===== config.mk =====
export PLATFORM = sky130hd
export DESIGN_NAME = alu_scheduler
export DESIGN_NICKNAME = d
export VERILOG_FILES = /design/src/rtl/alu_scheduler_pkg.sv /design/src/rtl/alu_scheduler_rr_arb2.sv /design/src/rtl/alu_scheduler.sv
export SDC_FILE = /design/constraint.sdc
export NUM_CORES = 1
export LEC_CHECK = 0
export CORE_AREA = 2 2 77 64
export CTS_CLUSTER_DIAMETER = 200
export CTS_CLUSTER_SIZE = 12
export DETAILED_ROUTE_END_ITERATION = 6
export DIE_AREA = 0 0 79 66
export PLACE_DENSITY = 0.9
export SETUP_SLACK_MARGIN = 0.05
export SLEW_MARGIN = 0
export SYNTH_ARGS = -nofsm -noshare
export SYNTH_HDL_FRONTEND = slang
export SYNTH_SLANG_ARGS = --single-unit

===== constraint.sdc =====
create_clock -name Clk -period 4.6 [get_ports Clk]
set_input_delay 0.46 -clock Clk [delete_from_list [all_inputs] [get_ports Clk]]
set_output_delay 0.46 -clock Clk [all_outputs]
set_load 0.02 [all_outputs]

===== src/rtl/alu_scheduler_pkg.sv =====
// Shared definitions for the ALU scheduler: opcode mnemonics, sequencer state
// and sizing constants.
package alu_scheduler_pkg;

   localparam int OP_W           = 3;
   localparam int SHIFT_PASS_MAX = 8;

   typedef enum logic [OP_W-1:0] {
      ADD = 3'd0,
      SUB = 3'd1,
      AND = 3'd2,
      OR  = 3'd3,
      XOR = 3'd4,
      LSL = 3'd5,
      LSR = 3'd6,
      SEQ = 3'd7
   } op_mne;

   typedef enum logic [1:0] {
      IDLE = 2'd0,
      EXEC = 2'd1,
      RESP = 2'd2
   } sched_state_t;

   function automatic logic is_shift(input logic [OP_W-1:0] op);
      return (op == LSL) || (op == LSR);
   endfunction

endpackage


===== src/rtl/alu_scheduler_rr_arb2.sv =====
// Two-way round-robin arbiter; the pointer names the requester that wins a tie
// and flips to the other side after every accepted grant.
module rr_arb2 (
   input  logic       Clk,
   input  logic       Reset_n,
   input  logic [1:0] req,
   input  logic       advance,
   output logic [1:0] grant,
   output logic       ptr
);

   always_comb begin
      grant = 2'b00;
      case (req)
         2'b01:   grant = 2'b01;
         2'b10:   grant = 2'b10;
         2'b11:   grant = ptr ? 2'b10 : 2'b01;
         default: grant = 2'b00;
      endcase
   end

   always_ff @(posedge Clk or negedge Reset_n) begin
      if (!Reset_n)
         ptr <= 1'b0;
      else if (advance)
         ptr <= grant[0];
   end

endmodule


===== src/rtl/alu_scheduler.sv =====
// Arbitrating sequencer in front of the shared ALU; shifts run as repeated
// single-bit passes. Optional grant counters: ALU_SCHED_PERF_CNT_EN.
module alu_scheduler
   import alu_scheduler_pkg::*;
#(
   parameter int W     = SHIFT_PASS_MAX,
   parameter int Ops   = OP_W,
   parameter int CNT_W = 16
) (
   input  logic             Clk,
   input  logic             Reset_n,
   input  logic             Req0_Valid,
   output logic             Req0_Ready,
   input  logic [Ops-1:0]   Req0_Op,
   input  logic [W-1:0]     Req0_A,
   input  logic [W-1:0]     Req0_B,
   input  logic             Req1_Valid,
   output logic             Req1_Ready,
   input  logic [Ops-1:0]   Req1_Op,
   input  logic [W-1:0]     Req1_A,
   input  logic [W-1:0]     Req1_B,
   output logic             Rsp_Valid,
   input  logic             Rsp_Ready,
   output logic             Rsp_Id,
   output logic [W-1:0]     Rsp_Out,
   output logic             Rsp_Zero,
   output logic             Rsp_Parity,
   output logic             Rsp_Odd,
   output logic             Busy,
`ifdef ALU_SCHED_PERF_CNT_EN
   output logic [CNT_W-1:0] Perf_Grants0,
   output logic [CNT_W-1:0] Perf_Grants1,
`endif
   output logic [W-1:0]     Alu_A,
   output logic [W-1:0]     Alu_B,
   output logic [Ops-1:0]   Alu_Op,
   output logic             Alu_SC,
   input  logic [W-1:0]     Alu_Out,
   input  logic             Alu_Zero,
   input  logic             Alu_Parity,
   input  logic             Alu_Odd
);

   localparam int            CW        = $clog2(W + 1);
   localparam logic [W-1:0]  SHIFT_LIM = W'(W);

   sched_state_t   state_q, state_d;
   logic [1:0]     req_vld, grant;
   logic           accept, sel_id, last_pass, unused_ptr;
   logic [Ops-1:0] op_sel, op_q;
   logic [W-1:0]   a_sel, b_sel, alu_b_d, alu_b_q, opnd_q;
   logic [CW-1:0]  cnt_d, cnt_q;
   logic           id_q;

   assign req_vld = {Req1_Valid, Req0_Valid};

   rr_arb2 u_arb (
      .Clk     (Clk),
      .Reset_n (Reset_n),
      .req     (req_vld),
      .advance (accept),
      .grant   (grant),
      .ptr     (unused_ptr)
   );

   assign sel_id    = grant[1];
   assign op_sel    = sel_id ? Req1_Op : Req0_Op;
   assign a_sel     = sel_id ? Req1_A  : Req0_A;
   assign b_sel     = sel_id ? Req1_B  : Req0_B;
   assign accept    = |(req_vld & {Req1_Ready, Req0_Ready});
   assign last_pass = (cnt_q == CW'(1));

   // Shifts become B single-bit passes (capped at W); a zero shift is one identity pass.
   always_comb begin
      cnt_d   = CW'(1);
      alu_b_d = b_sel;
      if (is_shift(op_sel)) begin
         if (b_sel == '0) begin
            alu_b_d = '0;
         end else begin
            alu_b_d = W'(1);
            cnt_d   = (b_sel >= SHIFT_LIM) ? CW'(W) : b_sel[CW-1:0];
         end
      end
   end

   always_ff @(posedge Clk or negedge Reset_n) begin
      if (!Reset_n)
         state_q <= IDLE;
      else
         state_q <= state_d;
   end

   always_comb begin
      state_d = state_q;
      case (state_q)
         IDLE:    if (accept)    state_d = EXEC;
         EXEC:    if (last_pass) state_d = RESP;
         RESP:    if (Rsp_Ready) state_d = IDLE;
         default: state_d = IDLE;
      endcase
   end

   always_comb begin
      Req0_Ready = 1'b0;
      Req1_Ready = 1'b0;
      Rsp_Valid  = 1'b0;
      Busy       = 1'b1;
      case (state_q)
         IDLE: begin
            Req0_Ready = grant[0];
            Req1_Ready = grant[1];
            Busy       = 1'b0;
         end
         RESP:    Rsp_Valid = 1'b1;
         default: ;
      endcase
   end

   // Pass counter and the held response channel.
   always_ff @(posedge Clk or negedge Reset_n) begin
      if (!Reset_n) begin
         cnt_q      <= '0;
         Rsp_Id     <= 1'b0;
         Rsp_Out    <= '0;
         Rsp_Zero   <= 1'b0;
         Rsp_Parity <= 1'b0;
         Rsp_Odd    <= 1'b0;
      end else if (accept) begin
         cnt_q <= cnt_d;
      end else if (state_q == EXEC) begin
         cnt_q <= cnt_q - CW'(1);
         if (last_pass) begin
            Rsp_Id     <= id_q;
            Rsp_Out    <= Alu_Out;
            Rsp_Zero   <= Alu_Zero;
            Rsp_Parity <= Alu_Parity;
            Rsp_Odd    <= Alu_Odd;
         end
      end
   end

   always_ff @(posedge Clk) begin
      if (accept) begin
         op_q    <= op_sel;
         opnd_q  <= a_sel;
         alu_b_q <= alu_b_d;
         id_q    <= sel_id;
      end else if (state_q == EXEC) begin
         opnd_q  <= Alu_Out;
      end
   end

   assign Alu_A  = opnd_q;
   assign Alu_B  = alu_b_q;
   assign Alu_Op = op_q;
   assign Alu_SC = 1'b0;

`ifdef ALU_SCHED_PERF_CNT_EN
   function automatic logic [CNT_W-1:0] sat_inc(input logic [CNT_W-1:0] v);
      return (&v) ? v : v + CNT_W'(1);
   endfunction

   always_ff @(posedge Clk or negedge Reset_n) begin
      if (!Reset_n) begin
         Perf_Grants0 <= '0;
         Perf_Grants1 <= '0;
      end else if (accept) begin
         if (grant[0]) Perf_Grants0 <= sat_inc(Perf_Grants0);
         if (grant[1]) Perf_Grants1 <= sat_inc(Perf_Grants1);
      end
   end
`else
   localparam int unused_cnt_w = CNT_W;
`endif

endmodule


* Word level (Yosys, flattened, before mapping)
Cells that the tools add are included.
** Operators by class
- $add $sub $neg :: 1
- $lt $le $gt $ge :: 1
- Equality and inequality tests :: 11
- Muxes and demuxes :: 22
- Bitwise operators :: 2
- Reduce and logical (&&, ||, !) cells :: 7
** Operator list (number)
- two-way mux 8 bit :: 5
- two-way mux 4 bit :: 5
- case mux 2 bit (3 select lines) :: 2
- >= comparator 8 x 4 -> 1 bit, second input constant :: 1
- logical NOT 8 bit :: 1
- two-way mux 2 bit :: 4
- == test 2 bit, second input constant :: 3
- == test 3 bit, second input constant :: 2
- != test 2 bit, second input constant :: 3
- AND reduction 3 bit :: 2
- two-way mux 1 bit :: 5
- == test 2 x 1 -> 1 bit, second input constant :: 2
- == test 4 x 1 -> 1 bit, second input constant :: 1
- subtractor 4 x 1 -> 4 bit, second input constant :: 1
- two-way mux 3 bit :: 1
- bitwise AND 2 bit :: 1
- logical NOT 2 bit :: 1
- nonzero test 2 bit :: 1
- OR reduction 2 bit :: 1
- logical OR 1 bit :: 1
- inverter 1 bit :: 1
** Word-level totals
- Flip-flop bits (word level) :: 39
- Input bits :: 54
- Output and inout port bits :: 36
- Word-level logic and storage cells :: 56

* Longest topological paths before layout
- Depth in word-level cells :: 8
- Mapped depth :: 7
- Mapped depth without buffers :: 6

* Modules after synthesis
Synthesis repeated with hierarchy kept, for this count alone.
** Unflattened totals
- Cells, all modules :: 160
- Area total of the unflattened synthesis :: 1938.1 um2
** By module, submodules not included
- alu_scheduler :: times used 1, cells each 155, area an instance 1875.5 um2, sequential area each 1051.0 um2
- rr_arb2 :: times used 1, cells each 5, area an instance 62.6 um2, sequential area each 25.0 um2

* Worst setup path after synthesis
No wires, ideal clock.
- Kind :: reg-to-reg
- From :: reg state_q[0]
- To :: reg opnd_q[0], in the netlist Alu_A[0], data pin
- Setup time :: 295 ps
- Data arrival time :: 1583 ps
- Required time :: 4305 ps
- Setup slack :: 2722 ps
- Cell stages (with the launch flop) :: 6
- Path buffers :: 1
- Clock period less this slack :: 1878 ps
- Path through :: dfrtp_1 > nor2_1 > nand2_1 > inv_2 > buf_1 > a31oi_1
** On the way
- Word-level cells in the longest chain between the ends :: 5
- Elaborated cells between the ends (all ways) :: 6
- Those cells by class :: 3 x mux; 1 x bitwise; 2 x reduce/logical
** RTL lines
- start, declared :: line alu_scheduler.sv:47 : sched_state_t state_q, state_d;
- start signal, assigned :: line alu_scheduler.sv:91 : state_q <= state_d;
- logical NOT 2 bit * :: line alu_scheduler.sv:109 : case (state_q)
- two-way mux 1 bit :: line alu_scheduler.sv:109
- bitwise AND 2 bit * :: line alu_scheduler.sv:70 : assign accept = |(req_vld & {Req1_Ready, Req0_Ready});
- OR reduction 2 bit * :: line alu_scheduler.sv:70
- named net accept :: line alu_scheduler.sv:49 : logic accept, sel_id, last_pass, unused_ptr;
- two-way mux 8 bit * :: line alu_scheduler.sv:144 : if (accept) begin
- end signal, assigned :: line alu_scheduler.sv:146 : opnd_q <= a_sel;
- end signal, assigned :: line alu_scheduler.sv:150 : opnd_q <= Alu_Out;
- end, declared :: line alu_scheduler.sv:51 : logic [W-1:0] a_sel, b_sel, alu_b_d, alu_b_q, opnd_q;
Mark *: on every way through the listed nets, which the timed path passes. The rest lies on a longest branch.
A chain may end at the register's enable or synchronous reset.

* Final worst setup path
- From :: in Req0_Valid
- To :: out Req0_Ready
** On the way
- Word-level cells in the longest chain between the ends :: 3
- Elaborated cells between the ends (all ways) :: 5
- Those cells by class :: 3 x eq/ne; 2 x mux
** RTL lines
- start, declared :: line alu_scheduler.sv:12 : input logic Req0_Valid,
- == test 2 bit or == test 2 x 1 -> 1 bit (tied branches) :: line alu_scheduler_rr_arb2.sv:14 : case (req)
- case mux 2 bit (3 select lines) * :: line alu_scheduler_rr_arb2.sv:14
- two-way mux 1 bit * :: line alu_scheduler.sv:109
- end, declared :: line alu_scheduler.sv:13 : output logic Req0_Ready,
Every way passes the cells marked *; elsewhere a longest branch is shown, timed or not.

==> impl_results.md <==
- Outcome: completed
- Layout cell share with drive strength beyond 1: 5.20%
- Period utilization: 66.6%
- Leak pwr: 1.17 nW
- Endpoints failing hold: 0
- CTS tree: built
- Clock Latency Late Sink: 0.29 ns
- Placed cell area: 2840 µm²
- Synth Flop Type: edfxtp_1
- Post-Syn Instances: 179
- Via count: 1713
- Hold_buf cts: 0
- Port bufs: 88
- DR WL/cell: 14.9 µm
- Setup-failing EPs final: 0
- Max cap viols: 0
- Total die area: 5210 µm²
- Drt via density: 5.21
- Ys async rst share: 48.7%
- Chip height: 66 µm
- Crit path max fanout: 21
- TritonCTS buffer count: 5
- RSZ-0062 raised after global routing: false
- Crit path from: Req0_Valid
- N_diodes: 0
- HP Start: id_q
- Crit end category: primary output
- Slowest CP cell: clkdlybuf4s50_1
- Worst min path class: register to register
- Post-CTS Setup Bufs: 0
- Worst Hold Depth: 1
- DRT iter0 DRCs: 108
- Bufs on Longest Clock Path: 2
- H-tree level count: 2
- Syn Nets: 235
- Post-route ant nets: 0
- Setup TNS: 0 ns
- Seq/Total Area, Yosys: 56.2%
- Worst EP arrival: 2.60 ns
- Synthesized flop and latch total: 39
- Worst slew margin: 39.2%
- Largest net degree at the start of global routing: 30
- Synth top area cells: edfxtp_1 (31%), dfrtp_1 (25%), nand2_1 (7.5%)
- Reg2reg setup slack: 2.16 ns
- Max incr delay on CP: 0.62 ns
- Synth top area share: 31.4%
- Crit Path Category: input pin to primary output
- Most frequent CP cell: clkdlybuf4s50_1
- Clk_skew: 0.00644 ns
- All-layer global routing usage: 19.6%
- Power Dens Cells: 600 nW/µm²
- Final HPWL DP: 3750 µm
- Crit-path cells: clkdlybuf4s50_1, nand2b_1, nand2_1, inv_1, nor2_1, clkdlybuf4s50_1
- Post-synth EDFFs: 20
- Mapped Area: 1910 µm²
- Maximum VDD drop: 0.000349 V
- Post-layout net count: 324
- Post-CTS Resized: 0
- Initial antenna violation count: 0
- WHS Endpoint: Rsp_Id
- Core ar.: 4460 µm²
- Final Max Slew Viols: 0
- Syn. warnings: 0
- Final WL: 4920 µm
- Grt ovf: 0
- FP Rows: 22
- Max Clk Rate: 327 MHz
- Area growth syn-to-layout: 53.0%
- Syn avg cell area: 10.7 µm²
- Critical Path RT: 4.14 ns
- RR Endpoint: Alu_B[0]
- Die Wd: 79 µm
- Vias in the first global route: 1633
- Worst Reg2Reg Path Length in Cells: 6
- Synth cell types: 39
- # IOs: 90
- CP Launch Type: input pin
- Worst Tran Pin Value: 0.909 ns
- Global-route wire length before repair: 7890 µm
- TritonCTS Sinks: 39
- Initial core utilization: 42.9%
- Critical R2R Launch: u_arb.ptr
- CTS clock-pin slew for the worst setup and hold paths: 0.08 ns
- Yosys top cell by area: edfxtp_1
- Root Driver: clkbuf_8
- Final Cell Area: 2930 µm²
- Drc violations: 0
- DR pass1 iterations: 4
- GP Congestion: 0.909
- Minimum clock period: 3.06 ns
sequential cells by signal, summed over array words and instances (netlist names):
signal      cells
Alu_Op          3
Alu_A           8
id_q            1
cnt_q           4
u_arb.ptr       1
Rsp_Parity      1
Alu_B           8
Rsp_Zero        1
Rsp_Id          1
Rsp_Out         8
Rsp_Odd         1
state_q         2
cells in the mapped netlist (2+ instances only):
| cell type | instances |
|---|---|
| a21o_1 | 2 |
| a21oi_1 | 7 |
| a31oi_1 | 8 |
| buf_1 | 3 |
| buf_2 | 3 |
| dfrtp_1 | 19 |
| edfxtp_1 | 20 |
| ha_1 | 2 |
| inv_1 | 7 |
| mux2_1 | 9 |
| mux2_2 | 3 |
| mux2i_1 | 3 |
| nand2_1 | 38 |
| nand2b_1 | 5 |
| nor2_1 | 17 |
| nor3b_1 | 2 |
| nor4b_1 | 2 |
| o2111ai_1 | 2 |
| o21ai_0 | 3 |
| o311ai_1 | 2 |
| o41ai_1 | 2 |
| or2_1 | 2 |
| xor2_1 | 2 |
report_power, final:
part / switching [W] / internal (W) / leakage [nW]
Clock: 0.000121 / 0.000106 / 0.0412
Combinational: 0.000473 / 0.000419 / 0.704
Sequential: 0.0000734 / 0.000565 / 0.422
per-stage QoR:
| step | hold WS [ns] | instances | power [W] | util (%) | worst slack (ns) |
|---|---|---|---|---|---|
| 2_1_floorplan | 0.164 | 179 | 0.00114 | - | 2.72 |
| 3_3_place_gp | 0.436 | 321 | 0.00152 | 63.7 | 1.59 |
| 3_5_place_dp | 0.445 | 321 | 0.00154 | 63.7 | 1.55 |
| 4_1_cts | 0.460 | 329 | 0.00177 | 65.7 | 1.53 |
| 5_1_grt | 0.470 | 329 | 0.00187 | 65.7 | 1.39 |
| 6_report | 0.459 | 329 | 0.00176 | 65.7 | 1.54 |
worst max path at each step:
stage	cells past startpoint	to
2_1_floorplan	5	Alu_A[0]
3_3_place_gp	6	Req0_Ready
3_5_place_dp	6	Req0_Ready
4_1_cts	6	Req0_Ready
5_1_grt	6	Req0_Ready
6_report	6	Req0_Ready
worst max-delay path: cells and delay by family:
family                 cells  cell delay (ns)
and+or+nand+nor            3             0.91
buffers and inverters      3             1.23
kinds of logic after synthesis:
logic type	share of synthesized area, %
other cells	0.196
simple gates	16.7
compound gates	12.7
flops	56.2
mux	8.63
buf+inv	3.34
fa+ha+maj	1.31
xor+xnor	0.916
per-layer routing:
metal	wire length, µm	share of wire, %	track usage, %	vias up
li1	-	-	-	818
met5	0	0	0	-
met3	494	10	5.33	5
met2	2260	46	31.8	87
met1	2130	43	26.4	803
met4	33	0.67	4.53	0
area by class of cell:
| class | count | area, µm² |
|---|---|---|
| Timing Repair Buffer | 89 | 888 |
| Multi-Input combinational cell | 125 | 773 |
| Clock buffer | 6 | 72.6 |
| Inverter | 8 | 30.0 |
| Sequential cell | 39 | 1080 |
| Clock inverter | 2 | 12.5 |
| Tap cell | 60 | 75.1 |
| Fill cell | 354 | 1530 |
placed cells by master, fill, tap and decap left out, types with 3 or more instances in the layout:
| master | instances |
|---|---|
| edfxtp_1 | 20 |
| inv_1 | 7 |
| a31oi_1 | 8 |
| o21ai_0 | 3 |
| clkdlybuf4s50_1 | 88 |
| dfrtp_1 | 19 |
| mux2_1 | 9 |
| mux2_2 | 3 |
| a21oi_1 | 7 |
| nand2_1 | 38 |
| mux2i_1 | 3 |
| clkbuf_8 | 5 |
| nor2_1 | 17 |
| nand2b_1 | 5 |
Note: power is estimated with default switching activity, not from simulation.
